### config.mk
export PLATFORM = sky130hd
export DESIGN_NAME = i2c_init_sequencer
export DESIGN_NICKNAME = d
export VERILOG_FILES = /design/src/rtl/i2c_seq_pkg.sv /design/src/rtl/i2c_seq_timer.sv /design/src/rtl/i2c_init_sequencer.sv
export SDC_FILE = /design/constraint.sdc
export NUM_CORES = 1
export LEC_CHECK = 0
export CAP_MARGIN = 20
export CORE_UTILIZATION = 44
export DETAILED_ROUTE_END_ITERATION = 10
export GPL_TIMING_DRIVEN = 0
export HOLD_SLACK_MARGIN = 0.02
export PLACE_DENSITY_LB_ADDON = 0.3
export RECOVER_POWER = 100
export REMOVE_ABC_BUFFERS = 1
export SYNTH_ARGS = -nofsm -noshare
export SYNTH_HDL_FRONTEND = slang
export SYNTH_HIERARCHICAL = 1
export SYNTH_SLANG_ARGS = --single-unit
### constraint.sdc
create_clock -name clk -period 10.5 [get_ports clk]
set_input_delay 1.575 -clock clk [delete_from_list [all_inputs] [get_ports clk]]
set_output_delay 1.575 -clock clk [all_outputs]
set_load 0.01 [all_outputs]
### src/rtl/i2c_seq_pkg.sv
// Shared constants for the I2C init sequencer: opcodes, error codes, FSM
// encoding and table-entry field layout helpers.
package i2c_seq_pkg;

   localparam logic [1:0] OP_END    = 2'b00;
   localparam logic [1:0] OP_WRITE  = 2'b01;
   localparam logic [1:0] OP_VERIFY = 2'b10;
   localparam logic [1:0] OP_DELAY  = 2'b11;

   localparam logic [1:0] ERR_NONE     = 2'b00;
   localparam logic [1:0] ERR_NACK     = 2'b01;
   localparam logic [1:0] ERR_MISMATCH = 2'b10;
   localparam logic [1:0] ERR_TIMEOUT  = 2'b11;

   localparam logic [3:0] S_IDLE    = 4'd0;
   localparam logic [3:0] S_FETCH   = 4'd1;
   localparam logic [3:0] S_DECODE  = 4'd2;
   localparam logic [3:0] S_ISSUE   = 4'd3;
   localparam logic [3:0] S_WAIT    = 4'd4;
   localparam logic [3:0] S_CHECK   = 4'd5;
   localparam logic [3:0] S_GAP     = 4'd6;
   localparam logic [3:0] S_DELAY   = 4'd7;
   localparam logic [3:0] S_ADVANCE = 4'd8;
   localparam logic [3:0] S_FINISH  = 4'd9;
   localparam logic [3:0] S_FAIL    = 4'd10;

   localparam int OP_W   = 2;
   localparam int CHIP_W = 7;

   // Entry layout, MSB first: {op, chip, reg, data}
   function automatic int reg_lsb(input int data_bytes);
      return 8 * data_bytes;
   endfunction

   function automatic int chip_lsb(input int addr_bytes, input int data_bytes);
      return 8 * (addr_bytes + data_bytes);
   endfunction

   function automatic int op_lsb(input int addr_bytes, input int data_bytes);
      return 8 * (addr_bytes + data_bytes) + CHIP_W;
   endfunction

   function automatic int max_of(input int a, input int b);
      return (a > b) ? a : b;
   endfunction

endpackage

### src/rtl/i2c_seq_timer.sv
// Loadable down-counter shared by the delay, retry-gap and timeout phases.
module i2c_seq_timer #(
   parameter int W = 8
) (
   input  logic         clk,
   input  logic         reset,
   input  logic         load,
   input  logic [W-1:0] load_value,
   output logic [W-1:0] value,
   output logic         zero
);

   always_ff @(posedge clk) begin
      if (!reset)
         value <= '0;
      else if (load)
         value <= load_value;
      else if (value != '0)
         value <= value - W'(1);
   end

   assign zero = (value == '0);

endmodule

### src/rtl/i2c_init_sequencer.sv
// Table-driven bring-up controller: walks a ROM of write / verify / delay
// entries and drives single-shot transactions on an i2c_master.
module i2c_init_sequencer
   import i2c_seq_pkg::*;
#(
   parameter int ADDR_BYTES = 1,
   parameter int DATA_BYTES = 2,
   parameter int ST_WIDTH   = 1 + ADDR_BYTES + DATA_BYTES,
   parameter int ENTRY_W    = 9 + 8 * (ADDR_BYTES + DATA_BYTES),
   parameter int TABLE_AW   = 6,
   parameter int MAX_RETRY  = 3,
   parameter int RETRY_GAP  = 256,
   parameter int DELAY_UNIT = 1000,
   parameter int TIMEOUT    = 2**20 - 1
) (
   input  logic                    clk,
   input  logic                    reset,
   input  logic                    start,
   output logic [TABLE_AW-1:0]     tbl_addr,
   input  logic [ENTRY_W-1:0]      tbl_data,
   output logic [6:0]              m_chip_addr,
   output logic [8*ADDR_BYTES-1:0] m_reg_addr,
   output logic [8*DATA_BYTES-1:0] m_wdata,
   output logic                    m_write_en,
   output logic                    m_read_en,
   output logic                    m_write_mode,
   input  logic [8*DATA_BYTES-1:0] m_rdata,
   input  logic [ST_WIDTH-1:0]     m_status,
   input  logic                    m_done,
   output logic                    busy,
   output logic                    done,
   output logic                    error,
   output logic [1:0]              err_code,
   output logic [TABLE_AW-1:0]     err_index,
   output logic [3:0]              state
);

   localparam int RA_W     = 8 * ADDR_BYTES;
   localparam int D_W      = 8 * DATA_BYTES;
   localparam int REG_LSB  = reg_lsb(DATA_BYTES);
   localparam int CHIP_LSB = chip_lsb(ADDR_BYTES, DATA_BYTES);
   localparam int OP_LSB   = op_lsb(ADDR_BYTES, DATA_BYTES);
   localparam int PROD_W   = D_W + $clog2(DELAY_UNIT);
   localparam int CNT_W    = max_of(PROD_W, max_of($clog2(TIMEOUT + 1), $clog2(RETRY_GAP + 1)));
   localparam int RC_W     = max_of(1, $clog2(MAX_RETRY + 1));

   logic [OP_W-1:0]   tbl_op;
   logic [CHIP_W-1:0] tbl_chip;
   logic [RA_W-1:0]   tbl_reg;
   logic [D_W-1:0]    tbl_dat;
   logic [PROD_W-1:0] delay_prod;

   logic [OP_W-1:0]     op_q;
   logic [D_W-1:0]      data_q;
   logic [D_W-1:0]      rdata_q;
   logic [ST_WIDTH-1:0] st_q;
   logic [RC_W-1:0]     retry_cnt;

   logic             tmr_load;
   logic [CNT_W-1:0] tmr_value;
   logic [CNT_W-1:0] tmr_count;
   logic             tmr_zero;
   logic             nack;
   logic             mismatch;
   logic             retry_ok;

   assign tbl_op     = tbl_data[OP_LSB +: OP_W];
   assign tbl_chip   = tbl_data[CHIP_LSB +: CHIP_W];
   assign tbl_reg    = tbl_data[REG_LSB +: RA_W];
   assign tbl_dat    = tbl_data[0 +: D_W];
   assign delay_prod = PROD_W'(tbl_dat) * PROD_W'(DELAY_UNIT);

   assign nack     = |st_q;
   assign mismatch = (op_q == OP_VERIFY) && (rdata_q != data_q);
   assign retry_ok = (retry_cnt < RC_W'(MAX_RETRY));

   assign m_write_en   = (state == S_ISSUE) && (op_q == OP_WRITE);
   assign m_read_en    = (state == S_ISSUE) && (op_q == OP_VERIFY);
   assign m_write_mode = 1'b0;
   assign done         = (state == S_FINISH);

   // Delay and gap phases last exactly their load value in cycles (exit at 1);
   // the timeout phase exits when the counter has run down to zero.
   always_comb begin
      tmr_load  = 1'b0;
      tmr_value = '0;
      case (state)
         S_DECODE: if (tbl_op == OP_DELAY && tbl_dat != '0) begin
            tmr_load  = 1'b1;
            tmr_value = CNT_W'(delay_prod);
         end
         S_ISSUE: begin
            tmr_load  = 1'b1;
            tmr_value = CNT_W'(TIMEOUT - 1);
         end
         S_CHECK: if ((nack || mismatch) && retry_ok) begin
            tmr_load  = 1'b1;
            tmr_value = CNT_W'(RETRY_GAP);
         end
         default: ;
      endcase
   end

   i2c_seq_timer #(.W(CNT_W)) u_timer (
      .clk        (clk),
      .reset      (reset),
      .load       (tmr_load),
      .load_value (tmr_value),
      .value      (tmr_count),
      .zero       (tmr_zero)
   );

   always_ff @(posedge clk) begin
      if (!reset) begin
         state       <= S_IDLE;
         tbl_addr    <= '0;
         m_chip_addr <= '0;
         m_reg_addr  <= '0;
         m_wdata     <= '0;
         busy        <= 1'b0;
         error       <= 1'b0;
         err_code    <= ERR_NONE;
         err_index   <= '0;
         op_q        <= OP_END;
         data_q      <= '0;
         rdata_q     <= '0;
         st_q        <= '0;
         retry_cnt   <= '0;
      end else begin
         case (state)
            S_IDLE: if (start) begin
               error     <= 1'b0;
               err_code  <= ERR_NONE;
               err_index <= '0;
               busy      <= 1'b1;
               tbl_addr  <= '0;
               retry_cnt <= '0;
               state     <= S_FETCH;
            end
            S_FETCH: state <= S_DECODE;
            S_DECODE: begin
               op_q   <= tbl_op;
               data_q <= tbl_dat;
               case (tbl_op)
                  OP_END:   state <= S_FINISH;
                  OP_DELAY: state <= (tbl_dat == '0) ? S_ADVANCE : S_DELAY;
                  default: begin
                     m_chip_addr <= tbl_chip;
                     m_reg_addr  <= tbl_reg;
                     m_wdata     <= tbl_dat;
                     state       <= S_ISSUE;
                  end
               endcase
            end
            S_ISSUE: state <= S_WAIT;
            // Capture the result on m_done so CHECK does not depend on the master holding it.
            S_WAIT: if (m_done) begin
               st_q    <= m_status;
               rdata_q <= m_rdata;
               state   <= S_CHECK;
            end else if (tmr_zero) begin
               err_code <= ERR_TIMEOUT;
               state    <= S_FAIL;
            end
            S_CHECK: if (nack || mismatch) begin
               if (retry_ok) begin
                  retry_cnt <= retry_cnt + RC_W'(1);
                  state     <= S_GAP;
               end else begin
                  err_code <= nack ? ERR_NACK : ERR_MISMATCH;
                  state    <= S_FAIL;
               end
            end else begin
               retry_cnt <= '0;
               state     <= S_ADVANCE;
            end
            S_GAP:   if (tmr_count == CNT_W'(1)) state <= S_ISSUE;
            S_DELAY: if (tmr_count == CNT_W'(1)) state <= S_ADVANCE;
            S_ADVANCE: if (&tbl_addr) begin
               state <= S_FINISH;
            end else begin
               tbl_addr <= tbl_addr + TABLE_AW'(1);
               state    <= S_FETCH;
            end
            S_FINISH: begin
               busy  <= 1'b0;
               state <= S_IDLE;
            end
            S_FAIL: begin
               error     <= 1'b1;
               err_index <= tbl_addr;
               busy      <= 1'b0;
               retry_cnt <= '0;
               state     <= S_IDLE;
            end
            default: state <= S_IDLE;
         endcase
      end
   end

endmodule

==> impl_metrics.yaml, run 1 <==
min_path:
  holdCritPathClass: "reg -> reg"
yosys:
  syn_inst: 1007
  synthFlopType: "dfxtp_1"
  ys_warn_count: 6
  yosysUniqueCellTypes: 81
  yosysTopAreaCellShare_pct: 27.9
  synth_edf_count: 0
  netlist_area_sq_um: 8400
  ys_top_cells_by_area: "dfxtp_1, fa_1, ha_1, nand2_1, a21oi_1"
  yosysMostFrequentCell: "nand2_1"
  syn_area_per_cell_sq_um: 8.34
  synth_common_cells: "nand2_1, dfxtp_1, a21oi_1, inv_1, ha_1"
  ys_async_sr_fraction_pct: 0
  ys_ff_latch: 117
  synth_area_leader_cell: "dfxtp_1"
  ys_seq_area_share_pct: 27.9
critical_path:
  crit_path_end_kind: "register"
  worstPathRequired_ns: 10.84
  critPathTopFamily: "simple AND/OR/NAND/NOR gates"
  critPathLaunchType: "input pin"
  crit_path_max_fanout: 25
  critical_path_class: "in -> reg"
  cp_slowest_cell: "or2_0"
  cp_slowest_stage_delay_ns: 0.95
  cp.arrival_ns: 6.63
  worstPathCellList: "dlygate4sd3_1, inv_1, ha_1, nand4_1, o21ai_0, or2_0, nand2_1, inv_1, nand3_1, o21ai_0"
  path_buf_inv: 3
global_routing:
  grt_pass1_wl_um: 33300
  grt_max_degree: 45
  grt_overflow: 0
  grtUsageTotal_pct: 21.1
  antenna_found_initial: 0
  grt_pass1_vias: 6895
clock_network:
  root_buffer: "clkbuf_16"
  cts_resized: 0
  post_cts_buffers: 0
  path_clk_slew_ns: 0.06
  clkSinkCount: 117
  numCtsBuffers: 17
  clockBufferDepth: 2
  postCtsHoldBufs: 0
  cts_tree: "yes"
  clkLatencyLatePin_ns: 0.42
  h-tree-depth: 4
die:
  die_x_um: 140
  rows: 50
  coreArea_sq_um: 18700
  pin_count: 112
  start_util_pct: 44.9
  die_h_um: 140
  dieArea_sq_um: 19700
pwr:
  swShare_pct: 41.3
  p_clk_share_pct: 24.0
  p_comb_share_pct: 52.1
  ir_drop_mv: 0.112
  p_switching_mw: 1.02
  seqPwrFrac_pct: 23.9
  p_leak_nw: 4.47
  p_total_mw: 2.48
  power_density_nw_per_um2: 242
  p_int_mw: 1.46
run_status:
  violations: "max-capacitance violations"
  status: "finished, violations left"
routing:
  wl_per_cell_um: 14.9
  drc: 0
  wl_um: 20100
  viasPerCell: 5.41
  ant_nets: 0
  first_pass_iters: 5
  via_count: 7269
  initialDrtViolationCount: 375
place:
  dp_hpwl_um: 15000
  dp_cells: 1311
  portBuffers: 110
  dp_slack_ns: 3.88
  routabilityCongestion: 0.837
cells_and_area:
  area_growth_pct: 21.9
  antenna_cells: 0
  fillers: 1768
  nets: 1273
  drive_gt1_share_pct: 5.41
  final_util_pct: 54.8
  fin_cells: 1344
sta:
  min_period_over_period_pct: 59.9
  grt_setup_unrepaired: "false"
  max_freq_mhz: 159
  finalMaxSlewViolations: 0
  slew_headroom_pct: 0.328
  hold_viol_final: 0
  tns_ns: 0
  finalClockSkew_ns: 0.00883
  fin_crit_ns: 6.28
  worst_slew_pin_slew_ns: 1.50
  setup_viol: 0
  setup_ws_ns: 4.22
job:
  maxCapViolCount: 1
==> worst register-to-register path, delay by kind of cell (launching register included) <==
family	cells	cell delay, ns
AO/OA/AOI/OAI	1	0.24
flip-flops	1	0.58
buffers and inverters	1	0.78
AND/OR/NAND/NOR	5	2.91
==> power by group through the flow <==
stage	combinational, mW	sequential [mW]	clock [mW]
floorplan	1.00	0.588	0
global placement	1.27	0.598	0
detailed placement	1.29	0.599	0
CTS	1.30	0.591	0.605
global route	1.46	0.602	0.623
finish	1.29	0.591	0.594
==> registers in the layout, summed over array words and instances, names as in the netlist <==
register,cells
m_chip_addr,7
rdata_q,16
error,1
u_timer/value,26
err_code,2
data_q,16
st_q,4
m_wdata,16
busy,1
state,4
retry_cnt,2
err_index,6
op_q,2
m_reg_addr,8
tbl_addr,6
==> metal layers <==
metal / global-route usage, % / vias up / wire length [um]
met5: 0 / - / 0
met1: 28.3 / 3470 / 9340
li1: - / 3583 / -
met2: 34.2 / 189 / 9320
met4: 5.44 / 0 / 273
met3: 4.99 / 27 / 1150
==> final timing paths <==
kind	from	endpoint	slack [ns]	cells past startpoint
setup / recovery	tbl_data[14]	u_timer/value[21]	4.22	10
hold / removal	st_q[3]	st_q[3]	0.45	2
setup reg to reg	state[0]	u_timer/value[21]	5.93	7
hold reg to reg	st_q[3]	st_q[3]	0.45	2
==> cell families after synthesis <==
| kind of cell | after synthesis | synth area share (%) |
|---|---|---|
| AO/OA/AOI/OAI | 222 | 16.2 |
| adder cells (fa/ha/maj) | 119 | 22.5 |
| buffers and inverters | 146 | 7.18 |
| multiplexers | 8 | 0.968 |
| XOR/XNOR | 42 | 4.38 |
| flip-flops | 117 | 27.9 |
| other | 1 | 0.0446 |
| AND/OR/NAND/NOR | 352 | 20.8 |
==> placed cells by master, fill, tap and decap left out, drive strengths merged, types with 11 or more instances in the layout <==
master / count
nor3: 22
o21ai: 49
nor4: 18
clkbuf: 22
nand3: 16
and3: 12
xor2: 27
a21oi: 102
inv: 101
nand4: 11
nor2: 41
nand2: 185
dfxtp: 117
dlygate4sd3: 56
ha: 65
clkdlybuf4s50: 54
xnor2: 15
fa: 54
==> final cells by class <==
cell class                      count  area (sq um)  share of cell area [%]
Sequential cell                   117          2340                    22.9
Clock inverter                     12           154                    1.50
Timing Repair Buffer              114          1150                    11.2
Inverter                          102           395                    3.86
Clock buffer                       20           457                    4.46
Tap cell                          234           293                    2.86
Multi-Input combinational cell    745          5460                    53.2
==> metrics by stage <==
stage	area, sq um	hold slack, ns
after CTS	10300	0.451
after global routing	10200	0.467
after detailed placement	9640	0.444
after floorplan	8200	0.431
after global placement	9590	0.438
final	10200	0.450
(Power assumes the default switching activity.)
==> run 2, diff against run 1 <==
==> constraint.sdc (replaced) <==
create_clock -name clk -period 5.3 [get_ports clk]
set_input_delay 0.795 -clock clk [delete_from_list [all_inputs] [get_ports clk]]
set_output_delay 0.795 -clock clk [all_outputs]
set_load 0.01 [all_outputs]
==> run 2 against run 1 <==
Hold slack about the same. The run ends with max-capacitance violations, max-slew violations left. Sequential share of layout area decreased by 0.056 points. Critical path depth increased by 6. Combinational power increased by 100%.
==> impl_metrics.yaml, run 2 (synthesis gave the netlist of run 1 again) <==
clock_network:
  clkSinkCount: 117
  postCtsHoldBufs: 0
  post_cts_buffers: 0
  path_clk_slew_ns: 0.06
  numCtsBuffers: 17
  clkLatencyLatePin_ns: 0.42
  clockBufferDepth: 2
  cts_tree: "yes"
  root_buffer: "clkbuf_16"
  h-tree-depth: 4
global_routing:
  met2_usage_pct: 34.2
  grt_most_used_layer: "met2"
  grt_pass1_wl_um: 33300
  antenna_found_initial: 0
  grtUsageTotal_pct: 21.1
  met1_usage_pct: 28.3
  grt_overflow: 0
  grt_max_degree: 45
  grtUsageMet3_pct: 4.99
  grt_pass1_vias: 6895
cells_and_area:
  drive_gt1_share_pct: 6.49
  seq_area_sq_um: 2340
  fillers: 1763
  final_util_pct: 54.9
  fin_cells: 1344
  regMostFlops: "u_timer/value"
  area_growth_pct: 22.2
  antenna_cells: 0
  nets: 1273
  layout_common_cells: "nand2_1, dfxtp_1, a21oi_1"
  largest_reg_flops: 26
  layout_commonest_cell: "nand2_1"
  multi_input_area_sq_um: 5470
run_status:
  status: "finished, violations left"
  violations: "max-capacitance violations, max-slew violations"
place:
  routabilityCongestion: 0.837
  dp_cells: 1311
  dp_hpwl_um: 15000
  portBuffers: 110
job:
  maxCapViolCount: 1
routing:
  viasPerCell: 5.39
  initialDrtViolationCount: 438
  wl_per_cell_um: 14.9
  wl_um: 20100
  via_count: 7250
  ant_nets: 0
  first_pass_iters: 5
  drc: 0
sta:
  setup_viol: 0
  finalClockSkew_ns: 0.00764
  worst_slew_pin_slew_ns: 1.51
  min_period_over_period_pct: 94.9
  tns_ns: 0
  fin_crit_ns: 5.03
  finalMaxSlewViolations: 34
  max_freq_mhz: 199
  hold_viol_final: 0
  slew_headroom_pct: -0.922
  grt_setup_unrepaired: "false"
critical_path:
  worstPathRequired_ns: 5.61
  cp_slowest_stage_delay_ns: 0.57
  crit_top_cell: "fa_1"
  cp.arrival_ns: 5.34
  crit_path_end_kind: "register"
  crit_path_max_fanout: 7
  critical_path_class: "in -> reg"
  cp_slowest_cell: "clkdlybuf4s50_1"
  critPathLaunchType: "input pin"
  critPathTopFamily: "adder cells"
  worstPathCellList: "clkdlybuf4s50_1, inv_2, fa_1, fa_1, fa_1, fa_1, inv_1, ha_1, and2_0, a31oi_1, inv_1, or3_1, a21oi_2, xor2_1, o21ai_1, o2111a_1"
  path_buf_inv: 4
die:
  start_util_pct: 44.9
  coreArea_sq_um: 18700
  pin_count: 112
  die_h_um: 140
  rows: 50
  die_x_um: 140
  dieArea_sq_um: 19700
pwr:
  p_total_mw: 4.93
  ir_drop_mv: 0.223
  power_density_nw_per_um2: 480
  p_leak_nw: 4.55
min_path:
  holdCritPathClass: "reg -> reg"
-- run 2: cell count changes in the layout (fill, tap and decap cells not counted), sizes merged --
cell,change
dlymetal6s2s,+10
clkbuf,+3
dlygate4sd3,-1
clkinvlp,+1
inv,-1
clkdlybuf4s50,-12
-- run 2: path summary, 6_finish.rpt --
path | cells past startpoint | startpoint | end | slack, ns
max | 16 | tbl_data[8] | u_timer/value[17] | 0.27
max reg2reg | 8 | state[1] | u_timer/value[24] | 1.05
min reg2reg | 2 | st_q[3] | st_q[3] | 0.45
min | 2 | st_q[3] | st_q[3] | 0.45
-- run 2: what timing repair did --
item / 4_1_cts / 5_1_grt
resized for setup: 3 / 24
setup endpoints to repair: 1 / 13
hold endpoints to repair: 0 / 0
-- run 2: through the flow --
stage | setup slack [ns] | cell area, sq um | hold WS [ns]
floorplan | 0.471 | 8200 | 0.431
global placement | -0.507 | 9590 | 0.438
detailed placement | -0.536 | 9640 | 0.444
CTS | 0.00922 | 10300 | 0.451
global route | 0.0114 | 10300 | 0.467
finish | 0.273 | 10300 | 0.450
-- run 2: where the power goes --
part	switching, mW	internal, mW	total [mW]
combinational	1.45	1.13	2.58
sequential	0.168	1.00	1.17
clock	0.416	0.762	1.18
-- run 2: layout make-up --
type                    instances  area share, %
repair buffers                114           11.3
clock buffers                  20           4.45
multi-input cells             745           53.2
inverters                     102           3.89
clock inverters                12           1.50
well taps                     234           2.85
flip-flops and latches        117           22.8
-- run 2: layer usage --
layer / up-vias / share of wire, %
met5: - / 0
met4: 0 / 1.1
met3: 20 / 5.6
met2: 196 / 47
met1: 3450 / 46
li1: 3584 / -
-- run 2: worst reg2reg max path: stages (launching register included) --
cell and delay (ns):
dfxtp_1 0.65, inv_2 0.12, nor2_1 0.25, nand2_1 0.54, or2_1 0.69, nand2_1 0.70
clkinvlp_4 0.63, o21ai_0 0.47, nor2_1 0.07
